[config.mk]
export PLATFORM = sky130hd
export DESIGN_NAME = irf_window_swap_ctl
export DESIGN_NICKNAME = d
export VERILOG_FILES = /design/src/rtl/irf_ctl_pkg.sv /design/src/rtl/irf_rr_arb4.sv /design/src/rtl/irf_window_swap_ctl.sv
export SDC_FILE = /design/constraint.sdc
export NUM_CORES = 1
export LEC_CHECK = 0
export BUFFER_PORTS_ARGS = -buffer_cell sky130_fd_sc_hd__clkbuf_2
export CAP_MARGIN = 20
export CORE_UTILIZATION = 49
export CTS_CLUSTER_SIZE = 10
export DETAILED_ROUTE_END_ITERATION = 6
export HOLD_SLACK_MARGIN = 0.08
export PLACE_DENSITY_LB_ADDON = 0.3
export RECOVER_POWER = 50
export SYNTH_ARGS = -nofsm -noshare
export SYNTH_HDL_FRONTEND = slang
export SYNTH_SLANG_ARGS = --single-unit
[constraint.sdc]
create_clock -name clk -period 4 [get_ports clk]
set_input_delay 0.4 -clock clk [delete_from_list [all_inputs] [get_ports clk]]
set_output_delay 0.4 -clock clk [all_outputs]
set_load 0.02 [all_outputs]
[src/rtl/irf_ctl_pkg.sv]
// Shared widths, FSM state type and array address packing for the
// windowed integer register file swap controller.
package irf_ctl_pkg;

  localparam int NTHR       = 4;
  localparam int NWIN       = 8;
  localparam int THR_W      = 2;
  localparam int WIN_W      = 3;
  localparam int IRF_ADDR_W = 5;

  typedef enum logic [1:0] {
    ST_IDLE = 2'd0,
    ST_SAVE = 2'd1,
    ST_REST = 2'd2,
    ST_NULL = 2'd3
  } swap_state_e;

  // Window storage address seen by every register cell: {thread, cwp}.
  function automatic logic [IRF_ADDR_W-1:0] irf_addr(input logic [THR_W-1:0] thr,
                                                     input logic [WIN_W-1:0] cwp);
    return {thr, cwp};
  endfunction

endpackage

[src/rtl/irf_rr_arb4.sv]
// 4-way round-robin arbiter; the search starts at the pointer, which moves
// one past the grantee whenever the grant is consumed.
module irf_rr_arb4
  import irf_ctl_pkg::*;
(
  input  logic       clk,
  input  logic       rst_l,
  input  logic [3:0] req,
  input  logic       advance,
  output logic [3:0] gnt
);

  logic [1:0] ptr_reg;
  logic [3:0] req_rot;
  logic [1:0] off;
  logic [1:0] pick;
  logic       any;

  // Rotate so bit 0 is the thread the pointer names; lowest set bit wins.
  genvar gi;
  generate
    for (gi = 0; gi < 4; gi++) begin : g_rot
      assign req_rot[gi] = req[ptr_reg + 2'(gi)];
      assign gnt[gi]     = any & (pick == 2'(gi));
    end
  endgenerate

  always_comb begin
    any = |req_rot;
    off = 2'd0;
    for (int k = 3; k >= 0; k--) begin
      if (req_rot[k]) off = 2'(k);
    end
    pick = ptr_reg + off;
  end

  always_ff @(posedge clk) begin
    if (!rst_l) begin
      ptr_reg <= 2'd0;
    end else if (advance && any) begin
      ptr_reg <= pick + 2'd1;
    end
  end

endmodule

[src/rtl/irf_window_swap_ctl.sv]
// Register-window swap controller: arbitrates per-thread CWP swap requests and
// sequences save-then-restore on the shared register array ports.
module irf_window_swap_ctl #(
  parameter int NTHR = irf_ctl_pkg::NTHR,
  parameter int NWIN = irf_ctl_pkg::NWIN
) (
  input  logic                                 clk,
  input  logic                                 rst_l,
  input  logic [NTHR-1:0]                      swap_req,
  input  logic [NTHR*$clog2(NWIN)-1:0]         swap_old_cwp,
  input  logic [NTHR*$clog2(NWIN)-1:0]         swap_new_cwp,
  output logic [NTHR-1:0]                      swap_ack,
  output logic [NTHR-1:0]                      thr_stall,
  output logic                                 save,
  output logic [irf_ctl_pkg::IRF_ADDR_W-1:0]   save_addr,
  output logic                                 restore,
  output logic [irf_ctl_pkg::IRF_ADDR_W-1:0]   restore_addr,
  output logic                                 busy
);

  import irf_ctl_pkg::*;

  swap_state_e           state_reg, state_next;
  logic [THR_W-1:0]      thr_reg, thr_next;
  logic [WIN_W-1:0]      old_reg, old_next;
  logic [WIN_W-1:0]      new_reg, new_next;

  logic [3:0]            arb_req;
  logic [3:0]            gnt;
  logic                  advance;
  logic [THR_W-1:0]      gnt_idx;
  logic [WIN_W-1:0]      gnt_old, gnt_new;

  logic                  save_reg, save_next;
  logic                  restore_reg, restore_next;
  logic [IRF_ADDR_W-1:0] save_addr_reg, save_addr_next;
  logic [IRF_ADDR_W-1:0] restore_addr_reg, restore_addr_next;
  logic [NTHR-1:0]       ack_reg, ack_next;
  logic [NTHR-1:0]       last_ack_reg;
  logic                  ack_state;

  // The thread acked last cycle may still hold its stale request; hide it.
  assign arb_req = swap_req & ~last_ack_reg;

  irf_rr_arb4 u_arb (
    .clk     (clk),
    .rst_l   (rst_l),
    .req     (arb_req),
    .advance (advance),
    .gnt     (gnt)
  );

  always_comb begin
    gnt_idx = '0;
    gnt_old = '0;
    gnt_new = '0;
    for (int t = 0; t < NTHR; t++) begin
      if (gnt[t]) begin
        gnt_idx = THR_W'(t);
        gnt_old = swap_old_cwp[t*WIN_W +: WIN_W];
        gnt_new = swap_new_cwp[t*WIN_W +: WIN_W];
      end
    end
  end

  always_comb begin
    state_next = state_reg;
    thr_next   = thr_reg;
    old_next   = old_reg;
    new_next   = new_reg;
    advance    = 1'b0;
    unique case (state_reg)
      ST_IDLE: begin
        if (|arb_req) begin
          advance    = 1'b1;
          thr_next   = gnt_idx;
          old_next   = gnt_old;
          new_next   = gnt_new;
          state_next = (gnt_old != gnt_new) ? ST_SAVE : ST_NULL;
        end
      end
      ST_SAVE: state_next = ST_REST;
      ST_REST: state_next = ST_IDLE;
      ST_NULL: state_next = ST_IDLE;
      default: state_next = ST_IDLE;
    endcase
  end

  // Strobes and addresses are registered from the next state so they are
  // stable for the whole cycle the array samples them in.
  always_comb begin
    save_next         = (state_next == ST_SAVE);
    restore_next      = (state_next == ST_REST);
    ack_state         = (state_next == ST_REST) || (state_next == ST_NULL);
    save_addr_next    = save_next    ? irf_addr(thr_next, old_next) : '0;
    restore_addr_next = restore_next ? irf_addr(thr_next, new_next) : '0;
  end

  genvar gi;
  generate
    for (gi = 0; gi < NTHR; gi++) begin : g_thr
      assign ack_next[gi]  = ack_state & (thr_next == THR_W'(gi));
      assign thr_stall[gi] = rst_l & (swap_req[gi] | (busy & (thr_reg == THR_W'(gi))));
    end
  endgenerate

  always_ff @(posedge clk) begin
    if (!rst_l) begin
      state_reg        <= ST_IDLE;
      thr_reg          <= '0;
      old_reg          <= '0;
      new_reg          <= '0;
      save_reg         <= 1'b0;
      restore_reg      <= 1'b0;
      save_addr_reg    <= '0;
      restore_addr_reg <= '0;
      ack_reg          <= '0;
      last_ack_reg     <= '0;
    end else begin
      state_reg        <= state_next;
      thr_reg          <= thr_next;
      old_reg          <= old_next;
      new_reg          <= new_next;
      save_reg         <= save_next;
      restore_reg      <= restore_next;
      save_addr_reg    <= save_addr_next;
      restore_addr_reg <= restore_addr_next;
      ack_reg          <= ack_next;
      last_ack_reg     <= ack_reg;
    end
  end

  assign busy         = (state_reg != ST_IDLE);
  assign save         = save_reg;
  assign save_addr    = save_addr_reg;
  assign restore      = restore_reg;
  assign restore_addr = restore_addr_reg;
  assign swap_ack     = ack_reg;

endmodule

Yosys cells after proc, flatten, opt, wreduce, memory -nomap -nowiden
Index checks and enable logic that the tools add are counted.
Word-level totals
  bits in registers: 32
  input port bits: 30
  output and inout bits: 21
Cells by class
  multiplexer cells: 34
  $lt $le $gt $ge: 4
  reduce and logical (&&, ||, !) cells: 12
  eq/ne operators: 16
  bitwise operators: 22
  $add $sub $neg: 5
Operators with widths (number)
  3-bit two-way mux: 12
  2-bit == test, second input constant: 10
  2-bit two-way mux: 10
  1-bit bitwise AND: 16
  2-bit by 3-bit < comparator with 1-bit output, second input constant: 4
  2-bit by 1-bit == test with 1-bit output, second input constant: 5
  1-bit binary-select mux with 2-bit select: 4
  2-bit zero test: 4
  4-bit OR reduction: 2
  1-bit two-way mux: 7
  2-bit case mux with 3 select lines: 1
  2-bit by 1-bit adder with 2-bit output, second input constant: 2
  2-bit adder, second input constant: 2
  4-bit bitwise AND: 1
  4-bit inverter: 1
  1-bit OR: 4
  2-bit AND reduction: 2
  3-bit != test: 1
  2-bit adder: 1
  2-bit nonzero test: 1
  2-bit OR reduction: 1
  1-bit logical AND: 1
  1-bit logical OR: 1

Depth between registers and ports, before layout
  word-level depth: 22
  depth in mapped cells: 16
  gate-level depth less buffers: 14

Cells and area by module
A second synthesis with hierarchy kept.
Second synthesis, totals
  cell total of the unflattened synthesis: 164
  area total of the unflattened synthesis: 1591.5 um2
By module, submodules not included
  irf_window_swap_ctl: area an instance 1231.2 um2, cells an instance 119, seq. area each 540.5 um2, times used 1
  irf_rr_arb4: area an instance 360.3 um2, cells an instance 45, seq. area each 40.0 um2, times used 1

Worst setup path before layout
No wires, ideal clock.
  path kind: input-to-reg
  start: input port swap_req[1]
  end: register save_addr_reg[4] (netlist: save_addr[4])
  arrival: 2.888 ns
  buffers on the path: 0
  required time: 3.934 ns
  stages: 13
  setup slack: 1.046 ns
  path through: nor2b_1 -> nor2_1 -> o21ai_0 -> nand2_1 -> a221o_1 -> xor2_1 -> ha_1 -> nor2_4 -> o211ai_1 -> a211oi_2 -> nor2b_1 -> a311oi_2 -> nor2b_1
Between the ends
  word-level cells in the longest chain between the ends: 20
RTL lines
  start: declaration: RTL line irf_window_swap_ctl.sv:9  | input logic [NTHR-1:0] swap_req,
  4-bit bitwise AND (*): RTL line irf_window_swap_ctl.sv:43  | assign arb_req = swap_req & ~last_ack_reg;
  1-bit binary-select mux with 2-bit select: RTL line irf_rr_arb4.sv:23  | assign req_rot[gi] = req[ptr_reg + 2'(gi)];
  1-bit two-way mux (implied by the code): RTL line irf_rr_arb4.sv:23
  2-bit two-way mux (4 in a row): RTL line irf_rr_arb4.sv:32  | if (req_rot[k]) off = 2'(k);
  2-bit adder: RTL line irf_rr_arb4.sv:34  | pick = ptr_reg + off;
  2-bit zero test: RTL line irf_rr_arb4.sv:24  | assign gnt[gi] = any & (pick == 2'(gi));
  1-bit bitwise AND: RTL line irf_rr_arb4.sv:24
  3-bit two-way mux (4 in a row): RTL line irf_window_swap_ctl.sv:58  | if (gnt[t]) begin
  3-bit != test: RTL line irf_window_swap_ctl.sv:79  | state_next = (gnt_old != gnt_new) ? ST_SAVE : ST_NULL;
  2-bit two-way mux: RTL line irf_window_swap_ctl.sv:79
  2-bit two-way mux: RTL line irf_window_swap_ctl.sv:74  | if (|arb_req) begin
  2-bit case mux with 3 select lines: RTL line irf_window_swap_ctl.sv:72  | unique case (state_reg)
  2-bit by 1-bit == test with 1-bit output: RTL line irf_window_swap_ctl.sv:92  | save_next = (state_next == ST_SAVE);
  2-bit AND reduction (no line)
  end signal: assignment: RTL line irf_window_swap_ctl.sv:126  | save_addr_reg <= save_addr_next;
  end: declaration: RTL line irf_window_swap_ctl.sv:36  | logic [IRF_ADDR_W-1:0] save_addr_reg, save_addr_next;
Every way passes the cells marked *; elsewhere a longest branch is shown, timed or not. The select of a mux whose other input is x is not followed.
A chain may end at the register's enable or synchronous reset.

Worst setup path after layout
  start: register last_ack_reg[0]
  end: register save_addr_reg[0] (netlist: save_addr[0])
Between the ends
  word-level cells in the longest chain between the ends: 21
RTL lines
  start: declaration: RTL line irf_window_swap_ctl.sv:39  | logic [NTHR-1:0] last_ack_reg;
  start signal: assignment: RTL line irf_window_swap_ctl.sv:129  | last_ack_reg <= ack_reg;
  4-bit inverter (*): RTL line irf_window_swap_ctl.sv:43
  4-bit bitwise AND (*): RTL line irf_window_swap_ctl.sv:43
  1-bit binary-select mux with 2-bit select: RTL line irf_rr_arb4.sv:23
  1-bit two-way mux (implied by the code): RTL line irf_rr_arb4.sv:23
  2-bit two-way mux (4 in a row): RTL line irf_rr_arb4.sv:32
  2-bit adder: RTL line irf_rr_arb4.sv:34
  2-bit zero test: RTL line irf_rr_arb4.sv:24
  1-bit bitwise AND: RTL line irf_rr_arb4.sv:24
  3-bit two-way mux (4 in a row): RTL line irf_window_swap_ctl.sv:58
  3-bit != test: RTL line irf_window_swap_ctl.sv:79
  2-bit two-way mux: RTL line irf_window_swap_ctl.sv:79
  2-bit two-way mux: RTL line irf_window_swap_ctl.sv:74
  2-bit case mux with 3 select lines: RTL line irf_window_swap_ctl.sv:72
  2-bit by 1-bit == test with 1-bit output: RTL line irf_window_swap_ctl.sv:92
  2-bit AND reduction (no line)
Marks and branches as above.

==> results.md <==
* Status: finished, violations left
* Failing checks: DRC, capacitance limit, slew limit
* Port Buffers at 50
* EDFF count, synth at 0
* Critical path's largest stage delay at about 0.45 ns
* Number of post-CTS setup repair buffers at 0
* Post-layout util at 0.621
* Critical-path top delay cell: a311oi_2
* Clk Latency, worst-skew pair at 0.32 ns
* Maxcap violations at 1
* Buf/Inv on CP at 0
* Max-slew headroom at -0.304
* Crit share post-route at 0.867
* Gr ovfl total at 0
* Most common flop cell mapped by yosys: dfxtp_1
* Routed Wire Length at approximately 3.4 mm
* Number of global-route vias before repair at 1300
* Simple-Gate Fraction of Synth Area at 0.262
* Kind of critical path: reg2reg
* Via Count at 1376
* Clock sink count at 31
* DRT iter0 DRCs at approximately 110
* Pin count of the biggest net entering global routing at 17
* Worst min path class: in2reg
* CTS tree: yes
* Root buffer cell: clkbuf_4
* Synth cell types at 42
* Fillers at approximately 260
* Synth async-reset ratio at 0
* Synth Area in XOR/XNOR at 0.0230
* Largest family of logic cells by synthesized area: simple AND/OR/NAND/NOR gates
* Pwr Density at 985 nW/um2
* FMAX at slightly below 300 MHz
* Final Total Pwr at 1750 uW
* CTS clk-pin slew, worst paths at about 0.090 ns
* Cell area after synthesis at between 1500 and 2000 um2
* Die Width at 57.7 um
* Die Area at around 3300 um2
* Worst Tran Pin Value at 1.93 ns
* Gates resized, CTS repair at 0
* CP endpoint kind: flop
* Unrepaired setup endpoints after global routing: false
* Max Clock Skew at 0.00370 ns
* YS warnings at 0
* Syn Area/Cell at between 9 and 10 um2
* Layout cells sized above 1 at 0.218
* Post-DP HPWL at 2.60 mm
* Worst EP required at approximately 4.3 ns
* I/O pin count at 51
* Antenna violations before repair at 0
* VDD IR max at 0.609 mV
* Top delay family on crit path: compound AO/OA/AOI/OAI gates
* Final hold violations at 0
* Setup TNS at 0 ns
* Crit path time final at around 3.5 ns
* Adder-Cell Fraction of Synth Area at 0.0411
* Worst path cell trace: nor2b_1 -> nor2_1 -> o21ai_0 -> a21oi_1 -> a221o_1 -> xnor2_1 -> ha_1 -> nand2_1 -> o211ai_1 -> o211ai_1 -> nor2b_1 -> a311oi_2 -> nor2b_1
* N_diodes at 0
* Post-DP Area at 1760 um2
* CP Max Fanout at 9
* Mapped Cells at around 170
* Fin area at 1770 um2
* H-Tree Depth at 2
* CP dominant cell by count: nor2b_1
* Synth Area in Compound Gates at 0.195
* Area delta synth->final at 16.4%
* DR vias/cell at about 5.5
* GPL Wtd Cong at 0.799
* Hold_buf cts at 0
* Max Slew Vio Count at 12
* DRT antenna net count at 0
* Setup violations, final at 0
* FF+latch count, synth at 31
* DR WL/cell at 13.5 um
* CP Data Arrival Time at roughly 3.7 ns
* Total track usage at 0.222
* Total CTS buffers at 5
* Drt first pass iters at 6
* Fin nets at between 200 and 300
* Mux cell area share after synthesis at 0.0222
* CP Launch Type: flop
* Syn_nets at around 200
* # DRC at 2
* Die H at 57.7 um
* Global-route wire length before repair at around 5.6 mm
* Register area share after synthesis at 0.408
* Fin Hold WS at 0.381 ns
* Core area at around 2900 um2
* Initial Util at 0.534
* Longest Clk Path Bufs at 2
* P_leak at 0.000749 uW
* Row cnt at 19
cell usage in the layout (no fill, tap or decap), drive strengths merged, types with 2 or more instances in the layout:
cell type / count
a31oi: 8
and2: 12
a311oi: 2
o22ai: 5
nand3b: 4
ha: 5
dfxtp: 31
o21ai: 6
nor4: 2
a21oi: 9
nor2: 21
nand3: 2
nand2b: 3
o211ai: 2
xnor2: 3
clkinv: 2
nand2: 17
nor2b: 10
nor3: 3
inv: 5
clkbuf: 56
mux2i: 3
cells in the mapped netlist (3+ instances only):
| master | number | area (um2) |
|---|---|---|
| nor3_1 | 3 | 15.0 |
| nand3b_1 | 4 | 30.0 |
| nand2_1 | 17 | 63.8 |
| nor2_1 | 19 | 71.3 |
| o21ai_0 | 6 | 30.0 |
| and2_1 | 12 | 75.1 |
| ha_1 | 5 | 62.6 |
| o22ai_1 | 4 | 25.0 |
| inv_1 | 4 | 15.0 |
| buf_6 | 4 | 45.0 |
| nor2b_1 | 9 | 56.3 |
| xnor2_1 | 3 | 26.3 |
| a31oi_1 | 7 | 43.8 |
| dfxtp_1 | 31 | 621 |
| a21oi_1 | 9 | 45.0 |
report_power, final:
part	switching (uW)	internal, uW
Combinational	696	443
Sequential	42.2	389
Clock	94.8	81.3
worst min-delay path, stage by stage:
cell      delay (ns)
clkbuf_2        0.13
nand3_1         0.08
nor2_1          0.04
final cells by class:
type	count	area [um2]	share of cell area
Multi-Input combinational cell	126	808	0.456
Sequential cell	31	621	0.350
Timing Repair Buffer	50	225	0.127
Clock buffer	6	51.3	0.0290
Tap cell	31	38.8	0.0219
Inverter	6	22.5	0.0127
Clock inverter	1	5.00	0.00282
per-stage QoR:
step | std cells | worst slack [ns]
6_report | 251 | 0.532
5_1_grt | 251 | 0.155
4_1_cts | 251 | 0.443
3_5_place_dp | 244 | 0.235
3_3_place_gp | 244 | 0.385
2_1_floorplan | 169 | 1.05
kinds of logic (layout without fill, tap and decap cells):
group	count (synthesis)	after routing
simple gates	75	75
mux	3	3
flops	31	31
buf+inv	12	63
xor+xnor	4	4
fa+ha+maj	5	5
compound gates	39	39
routing by layer:
layer | share of wire | vias to the layer above | global-route usage | wire length (um)
met1 | 0.42 | 647 | 0.253 | 1410
met3 | 0.043 | 9 | 0.0558 | 146
li1 | - | 686 | - | -
met2 | 0.52 | 34 | 0.395 | 1770
met4 | 0.019 | 0 | 0.0918 | 66
met5 | 0 | - | 0 | 0
worst paths after layout:
check             startpoint           end  slack (ns)  depth (start not counted)
max          last_ack_reg[0]  save_addr[0]        0.53                         13
min                    rst_l   swap_ack[0]        0.38                          3
max reg2reg  last_ack_reg[0]  save_addr[0]        0.53                         13
min reg2reg       new_reg[0]    new_reg[0]        0.46                          2
No activity file was read; power rests on OpenSTA's default activity.
